<file path="config.mk">
export PLATFORM = sky130hd
export DESIGN_NAME = fetch_unit_flat
export DESIGN_NICKNAME = d
export VERILOG_FILES = /design/src/rtl/fetch_unit_if.sv /design/src/rtl/fetch_unit.sv /design/src/flat_wrapper.sv
export SDC_FILE = /design/constraint.sdc
export NUM_CORES = 1
export LEC_CHECK = 0
export CAP_MARGIN = 20
export CORE_ASPECT_RATIO = 0.75
export CORE_MARGIN = 2
export CORE_UTILIZATION = 35
export CTS_CLUSTER_DIAMETER = 80
export DETAILED_ROUTE_END_ITERATION = 10
export PLACE_DENSITY = 0.7
export SLEW_MARGIN = 25
export SYNTH_ARGS = -nofsm -noshare
export SYNTH_HDL_FRONTEND = slang
export SYNTH_SLANG_ARGS = --single-unit
</file>
<file path="constraint.sdc">
create_clock -name clk -period 3.1 [get_ports clk]
set_input_delay 0.62 -clock clk [delete_from_list [all_inputs] [get_ports clk]]
set_output_delay 0.62 -clock clk [all_outputs]
set_load 0.02 [all_outputs]
</file>
<file path="src/rtl/fetch_unit_if.sv">
// Instruction-memory request/response bundle between fetch and imem.
// One request in flight; memory always accepts a request.
interface fetch_unit_if #(
    parameter int unsigned AWIDTH = 32
);
    logic              imem_req;
    logic [AWIDTH-1:0] imem_addr;
    logic              imem_rvalid;
    logic [31:0]       imem_rdata;

    modport master (
        output imem_req,
        output imem_addr,
        input  imem_rvalid,
        input  imem_rdata
    );

    modport slave (
        input  imem_req,
        input  imem_addr,
        output imem_rvalid,
        output imem_rdata
    );
endinterface

</file>
<file path="src/rtl/fetch_unit.sv">
// IF stage: owns the PC, fetches one word at a time from imem and
// presents it to IF/ID, with a one-entry skid buffer for stalls.
module fetch_unit #(
    parameter int unsigned       AWIDTH   = 32,
    parameter logic [AWIDTH-1:0] RESET_PC = AWIDTH'(32'h0100_0000)
) (
    input  logic              clk,
    input  logic              rst_n,
    input  logic              stall_if,
    input  logic              br_taken,
    input  logic [AWIDTH-1:0] br_target,
    fetch_unit_if.master      imem,
    output logic              f_valid,
    output logic [AWIDTH-1:0] f_pc,
    output logic [31:0]       f_insn
);
    localparam logic [31:0] NOP = 32'h0000_0013;

    typedef enum logic [1:0] {
        ISSUE,
        WAIT,
        HOLD,
        DROP
    } state_t;

    state_t            state;
    logic [AWIDTH-1:0] pc;
    logic [AWIDTH-1:0] pc_next4;
    logic [AWIDTH-1:0] target;
    logic [AWIDTH-1:0] skid_pc;
    logic [31:0]       skid_insn;
    logic              out_free;
    logic              accept;

    assign pc_next4 = pc + AWIDTH'(4);
    assign target   = {br_target[AWIDTH-1:2], 2'b00};
    assign out_free = !f_valid || !stall_if;
    assign accept   = f_valid && !stall_if;

    // WAIT re-issues in the response cycle so L=1 memory streams.
    always_comb begin
        imem.imem_req  = 1'b0;
        imem.imem_addr = pc;
        unique case (state)
            ISSUE: imem.imem_req = rst_n && !br_taken;
            WAIT: begin
                imem.imem_req  = imem.imem_rvalid && !br_taken && out_free;
                imem.imem_addr = pc_next4;
            end
            default: imem.imem_req = 1'b0;
        endcase
    end

    // The skid buffer is full exactly while in HOLD.
    always_ff @(posedge clk or negedge rst_n) begin
        if (!rst_n) begin
            state     <= ISSUE;
            pc        <= RESET_PC;
            f_valid   <= 1'b0;
            f_pc      <= '0;
            f_insn    <= NOP;
            skid_pc   <= '0;
            skid_insn <= NOP;
        end else if (br_taken) begin
            pc      <= target;
            f_valid <= 1'b0;
            unique case (state)
                WAIT, DROP: state <= imem.imem_rvalid ? ISSUE : DROP;
                default:    state <= ISSUE;
            endcase
        end else begin
            if (accept) begin
                f_valid <= 1'b0;
            end
            unique case (state)
                ISSUE: state <= WAIT;
                WAIT: begin
                    if (imem.imem_rvalid) begin
                        pc <= pc_next4;
                        if (out_free) begin
                            f_valid <= 1'b1;
                            f_pc    <= pc;
                            f_insn  <= imem.imem_rdata;
                        end else begin
                            skid_pc   <= pc;
                            skid_insn <= imem.imem_rdata;
                            state     <= HOLD;
                        end
                    end
                end
                HOLD: begin
                    if (accept) begin
                        f_valid <= 1'b1;
                        f_pc    <= skid_pc;
                        f_insn  <= skid_insn;
                        state   <= ISSUE;
                    end
                end
                DROP: begin
                    if (imem.imem_rvalid) begin
                        state <= ISSUE;
                    end
                end
                default: state <= ISSUE;
            endcase
        end
    end
endmodule
</file>
<file path="src/flat_wrapper.sv">
// flat-port wrapper written by rule: the top's interface ports become plain ports
module fetch_unit_flat 
#(
    parameter int unsigned       AWIDTH   = 32,
    parameter logic [AWIDTH-1:0] RESET_PC = AWIDTH'(32'h0100_0000)
)
  (clk, rst_n, stall_if, br_taken, br_target, f_valid, f_pc, f_insn, imem_imem_req, imem_imem_addr, imem_imem_rvalid, imem_imem_rdata);
  fetch_unit_if #(.AWIDTH(AWIDTH)) imem_i ();
  input  logic clk;
  input  logic rst_n;
  input  logic stall_if;
  input  logic br_taken;
  input  logic [AWIDTH-1:0] br_target;
  output logic f_valid;
  output logic [AWIDTH-1:0] f_pc;
  output logic [31:0] f_insn;
  output wire logic [$bits(imem_i.imem_req)-1:0] imem_imem_req;
  output wire logic [$bits(imem_i.imem_addr)-1:0] imem_imem_addr;
  input wire logic [$bits(imem_i.imem_rvalid)-1:0] imem_imem_rvalid;
  input wire logic [$bits(imem_i.imem_rdata)-1:0] imem_imem_rdata;
  assign imem_imem_req = imem_i.imem_req;
  assign imem_imem_addr = imem_i.imem_addr;
  assign imem_i.imem_rvalid = imem_imem_rvalid;
  assign imem_i.imem_rdata = imem_imem_rdata;
  fetch_unit #(.AWIDTH(AWIDTH), .RESET_PC(RESET_PC)) u_core (.clk(clk), .rst_n(rst_n), .stall_if(stall_if), .br_taken(br_taken), .br_target(br_target), .imem(imem_i), .f_valid(f_valid), .f_pc(f_pc), .f_insn(f_insn));
endmodule
</file>
==> results.sh, run 1 <==
export IMPL_cts_made_buffers=17
export IMPL_ant_nets=0
export IMPL_finalCriticalPeriod_ns=2.939
export IMPL_io_pins=167
export IMPL_tns_ns=0
export IMPL_wl_met2_um=8691
export IMPL_antenna_cells=0
export IMPL_grt_start_max_net_pins=76
export IMPL_status="complete, no violations"
export IMPL_core_mm2=0.02229
export IMPL_highest_layer="met4"
export IMPL_slew_violations=0
export IMPL_synth_top_family_by_area="multiplexers"
export IMPL_h_tree_depth=4
export IMPL_vias_per_cell=5.131
export IMPL_synthCells=664
export IMPL_power_density_mw_per_mm2=747.7
export IMPL_synth_cell_types=51
export IMPL_slowest_stage="dfrtp_1"
export IMPL_netlist_area_mm2=0.008019
export IMPL_period_share_pct=94.80
export IMPL_instances_no_fill=1135
export IMPL_critPathMaxFanout=9
export IMPL_grtUsageTotal_pct=17.38
export IMPL_drv_cap=0
export IMPL_yosys_area_top_type_share_pct=46.81
export IMPL_grt_pass1_vias=6007
export IMPL_hpwl_um=14150
export IMPL_layout_drive_gt1_share_pct=34.96
export IMPL_slowest_delay_ns=0.41
export IMPL_vias=5824
export IMPL_critPathCaptureType="primary output"
export IMPL_synthFlopType="dfrtp_1"
export IMPL_first_pass_iters=5
export IMPL_ys_seq_area_share_pct=49.10
export IMPL_synth_edf_count=0
export IMPL_synthMuxAreaShare_pct=26.23
export IMPL_grt_overflow=0
export IMPL_critPathBufInv=3
export IMPL_wl_met3_um=1930
export IMPL_ys_warn_count=0
export IMPL_hold_violations=0
export IMPL_start_kind="flip-flop"
export IMPL_post_cts_buffers=0
export IMPL_cts_tree="yes"
export IMPL_synth_seq_cells=157
export IMPL_crit_chain="inv_2, ha_1, nand3_1, nor4_2, buf_4, nand4_1, xnor2_1, clkdlybuf4s15_1"
export IMPL_critPathKind="flip-flop to primary output"
export IMPL_slew_headroom_pct=35.60
export IMPL_yosysTopAreaCell="dfrtp_1"
export IMPL_synth_most_common_cell="mux2_2"
export IMPL_async_flop_share_pct=100.0
export IMPL_synth_cells_most_frequent="mux2_2 (185), dfrtp_1 (150), nand2_1 (40)"
export IMPL_crit_family="buffers and inverters"
export IMPL_cts_root_buf="clkbuf_16"
export IMPL_arrival_ns=2.32
export IMPL_finClkSkew_ns=0.007471
export IMPL_synthXorXnorAreaFrac_pct=4.587
export IMPL_regArea_mm2=0.003939
export IMPL_hp_class="input port to async pin"
export IMPL_start_util_pct=35.98
export IMPL_finalNetCount=902
export IMPL_dp_cells=1103
export IMPL_synth_fa_ha_area_share_pct=0.7802
export IMPL_grt_pass1_wl_um=32430
export IMPL_required_ns=2.48
export IMPL_cts_sink_count=157
export IMPL_power_leakage_uw=0.004427
export IMPL_n_fill_cell=2055
export IMPL_clock_latency_ns=0.43
export IMPL_rows=47
export IMPL_synth_compound_area_share_pct=4.260
export IMPL_die_w_um=178.8
export IMPL_synth_simple_area_share_pct=10.53
export IMPL_die_area_mm2=0.02415
export IMPL_setup_viol=0
export IMPL_path_clk_slew_ns=0.07
export IMPL_multi_input_area_mm2=0.003764
export IMPL_rsz0062_at_grt="no"
export IMPL_synth_avg_cell_area_um2=12.08
export IMPL_antenna_found_initial=0
export IMPL_gp_congestion=0.8039
export IMPL_routed_wl_um=20470
export IMPL_ctsHoldBuffers=0
export IMPL_wl_met1_um=9668
export IMPL_pre_cts_ws_ns=0.1528
export IMPL_synth_area_leaders="dfrtp_1 (47%), mux2_2 (26%), xnor2_1 (3.3%), dfstp_2 (2.3%), nand2_1 (1.9%)"
export IMPL_cts_max_path_buffers=2
export IMPL_portBuffers=160
export IMPL_tightest_slew_ns=0.9660
export IMPL_drc_errors=0
export IMPL_area_delta_synth_final_pct=31.67
export IMPL_setup_slack_ns=0.1613
export IMPL_drt_iter0_drc=346
export IMPL_routedWlPerCell_um=18.03
export IMPL_irDropWorstVdd_v=0.0004405
export IMPL_fmax_mhz=340.3
export IMPL_die_h_um=135.1
per-layer routing:
metal	up-vias	track usage, %
li1	2713	-
met1	2911	23.92
met2	185	25.34
met3	15	7.320
met4	0	4.065
met5	-	0
timing repair:
| item | 4_1_cts | 5_1_grt |
|---|---|---|
| pin swaps | 0 | 1 |
| endpoints found under the hold margin | 0 | 0 |
| gates resized for setup | 25 | 35 |
| endpoints found under the setup margin | 22 | 20 |
stage by stage:
stage	util, %	cell area (µm²)	total power, µW	hold WS (ns)
after floorplan	-	8030	4578	0.3244
after global placement	45.07	10050	5970	0.4833
after detailed placement	45.07	10050	6014	0.4897
after CTS	47.41	10570	7997	0.03211
after global routing	47.38	10560	8335	0.04426
final	47.38	10560	7895	0.04286
power breakdown:
| part | internal (µW) | switching [µW] | total (µW) |
|---|---|---|---|
| clock network | 1030 | 915 | 1950 |
| logic | 1560 | 1430 | 3000 |
| registers | 2620 | 326 | 2950 |
worst register-to-register path: cells and delay by family, from the launching register on:
kind            cells  cell delay (ns)
mux                 1             0.39
buf+inv             4             0.76
fa+ha+maj           1             0.16
flops               1             0.41
simple gates        2             0.52
compound gates      1             0.11
final timing paths:
path | from | endpoint | slack [ns] | cells past startpoint
min in group clk | u_core.skid_insn[6]$_DFFE_PN0P_ | u_core.skid_insn[6]$_DFFE_PN0P_ | 0.50 | 1
worst min register to register | u_core.skid_insn[6]$_DFFE_PN0P_ | u_core.skid_insn[6]$_DFFE_PN0P_ | 0.50 | 1
max in group asynchronous | rst_n | u_core.skid_insn[2]$_DFFE_PN0P_ | 1.98 | 2
worst max-delay path | u_core.state[1]$_DFFE_PN0P_ | imem_imem_addr[23] | 0.16 | 8
worst min-delay path | rst_n | u_core.skid_pc[2]$_DFFE_PN0P_ | 0.04 | 1
worst max register to register | u_core.state[1]$_DFFE_PN0P_ | u_core.f_insn[5]$_DFFE_PN0P_ | 0.64 | 9
area by class of cell:
class	instances	share of cell area (%)
clock inverters	15	1.114
inverters	6	0.2133
multi-input cells	444	35.64
flip-flops and latches	157	37.30
repair buffers	202	18.21
well taps	294	3.484
clock buffers	17	4.029
placed cells by master, fill, tap and decap left out, drive strengths merged, types with 9 or more instances in the layout:
master	instances
nor2	20
or4	10
xor2	12
a31oi	10
buf	44
dfrtp	150
clkdlybuf4s50	135
nor3	9
nand3	24
nand4	25
mux2	185
o21ai	20
nand2	40
inv	9
xnor2	30
clkbuf	26
flip-flops by register name, indices dropped and copies added, names as in the netlist:
register and cells:
u_core.f_insn 32, u_core.f_pc 30, u_core.f_valid 1, u_core.pc 30, u_core.skid_insn 32, u_core.skid_pc 30
u_core.state 2
kinds of logic (layout without fill, tap and decap cells):
group	Yosys count	in the layout
AOI/OAI and AO/OA	53	53
xor gates and xnor gates	42	42
adders and majority gates	5	5
buffers and inverters	66	240
DFF	157	157
muxes	187	187
other	1	4
and+or+nand+nor	153	153
Note: power is estimated with default switching activity, not from simulation.
==> inputs of run 2 (changes only) <==
- CORE_MARGIN: 2 -> default
==> results.sh, run 2 (synthesized netlist as in run 1, its figures left out) <==
export IMPL_status="complete, no violations"
export IMPL_vias_per_cell=5.137
export IMPL_cts_tree="yes"
export IMPL_fmax_mhz=337.7
export IMPL_first_pass_iters=5
export IMPL_start_kind="flip-flop"
export IMPL_rows=47
export IMPL_place_area_mm2=0.01002
export IMPL_die_h_um=133.1
export IMPL_slew_violations=0
export IMPL_drv_cap=0
export IMPL_gp_congestion=0.8380
export IMPL_power_leakage_uw=0.004416
export IMPL_grt_start_max_net_pins=158
export IMPL_critPathMaxFanout=6
export IMPL_cts_root_buf="clkbuf_16"
export IMPL_n_fill_cell=2063
export IMPL_finalInstanceArea_mm2=0.01052
export IMPL_crit_chain="inv_1, ha_1, nand3_1, buf_4, nor4_2, xor2_1, dlygate4sd2_1"
export IMPL_period_share_pct=95.52
export IMPL_arrival_ns=2.34
export IMPL_largestRegisters="u_core.f_insn (32), u_core.skid_insn (32)"
export IMPL_critPathCaptureType="primary output"
export IMPL_cts_made_buffers=17
export IMPL_antenna_cells=0
export IMPL_setup_viol=0
export IMPL_tightest_slew_ns=0.8994
export IMPL_routed_wl_um=20210
export IMPL_regArea_mm2=0.003939
export IMPL_power_uw=7937
export IMPL_layout_drive_gt1_share_pct=34.80
export IMPL_finalNetCount=900
export IMPL_final_common_cell="mux2_2"
export IMPL_area_delta_synth_final_pct=31.14
export IMPL_power_density_mw_per_mm2=754.8
export IMPL_grtUsageTotal_pct=17.85
export IMPL_io_pins=167
export IMPL_routedWlPerCell_um=17.84
export IMPL_hpwl_um=13540
export IMPL_critPathKind="flip-flop to primary output"
export IMPL_post_cts_buffers=0
export IMPL_cts_max_path_buffers=2
export IMPL_h_tree_depth=4
export IMPL_cts_sink_count=157
export IMPL_finalCriticalPeriod_ns=2.961
export IMPL_die_w_um=176.8
export IMPL_crit_family="buffers and inverters"
export IMPL_path_clk_slew_ns=0.06
export IMPL_ctsHoldBuffers=0
export IMPL_drc_errors=0
export IMPL_core_mm2=0.02229
export IMPL_clock_latency_ns=0.43
export IMPL_irDropWorstVdd_v=0.0003876
export IMPL_antenna_found_initial=0
export IMPL_grt_pass1_vias=5798
export IMPL_vias=5820
export IMPL_required_ns=2.48
export IMPL_grt_pass1_wl_um=32240
export IMPL_rsz0062_at_grt="yes"
export IMPL_finClkSkew_ns=0.01279
export IMPL_portBuffers=160
export IMPL_ant_nets=0
export IMPL_slowest_stage="dfrtp_1"
export IMPL_critPathBufInv=3
export IMPL_drt_iter0_drc=408
export IMPL_final_cell_mix="mux2_2 (185), dfrtp_1 (149), clkdlybuf4s50_1 (135)"
export IMPL_die_area_mm2=0.02353
export IMPL_grt_overflow=0
export IMPL_hold_violations=0
export IMPL_slowest_delay_ns=0.40
export IMPL_multi_input_area_mm2=0.003756
export IMPL_start_util_pct=35.98
export IMPL_slew_headroom_pct=40.04
export IMPL_hp_class="input port to async pin"
==> run 2: changes by cell type in the layout (fill, tap and decap cells not counted), moves of 3 or more <==
cell             previous run  this run
clkbuf_2                    9        14
clkbuf_8                    0         3
clkdlybuf4s15_1             4         1
clkinv_4                    5         2
inv_6                       3         0
==> run 2: repair_timing <==
action	CTS	global route
hold endpoints to repair	0	0
gates resized for setup	23	41
endpoints found under the setup margin	22	18
==> run 2: worst paths after layout <==
| path | start | to | slack (ns) | cells past startpoint |
|---|---|---|---|---|
| max | u_core.state[1]$_DFFE_PN0P_ | imem_imem_addr[13] | 0.14 | 7 |
| min | rst_n | u_core.skid_pc[17]$_DFFE_PN0P_ | 0.31 | 2 |
| max reg2reg | u_core.state[1]$_DFFE_PN0P_ | u_core.skid_pc[15]$_DFFE_PN0P_ | 0.68 | 7 |
| min reg2reg | u_core.skid_insn[31]$_DFFE_PN0P_ | u_core.skid_insn[31]$_DFFE_PN0P_ | 0.50 | 1 |
| max in group asynchronous | rst_n | u_core.pc[8]$_DFFE_PN0P_ | 2.08 | 2 |
| min in group clk | u_core.skid_insn[31]$_DFFE_PN0P_ | u_core.skid_insn[31]$_DFFE_PN0P_ | 0.50 | 1 |
==> run 2: metrics by stage <==
stage	std cells	TNS (ns)	setup slack, ns	hold slack [ns]	util (%)
finish	1133	0	0.1390	0.3126	47.18
global route	1133	-0.02489	-0.02489	0.4497	47.18
CTS	1133	0	0.002895	0.4342	47.36
detailed placement	1101	0	0.1944	0.4901	44.95
global placement	1101	0	0.2032	0.4832	44.95
floorplan	667	0	0.2982	0.3244	-
==> run 2: layer usage <==
layer	part of all wire, %	global-route usage, %	vias up
met1	47	24.72	2915
met4	0.77	4.215	0
met3	9.4	7.644	15
met5	0	0	-
li1	-	-	2712
met2	43	25.49	178
==> run 2: where the power goes <==
part	switching [µW]	leakage, µW	internal [µW]
clock	860	0.000272	1170
combinational	1420	0.00215	1560
sequential	313	0.00199	2620
total	2590	0.00442	5350
==> run 2: final cells by class <==
cell class,instances,share of cell area [%]
multi-input combinational,444,35.72
timing repair buffer,200,17.75
tap,294,3.498
sequential,157,37.45
inverter,6,0.2142
clock buffer,22,4.509
clock inverter,10,0.8566
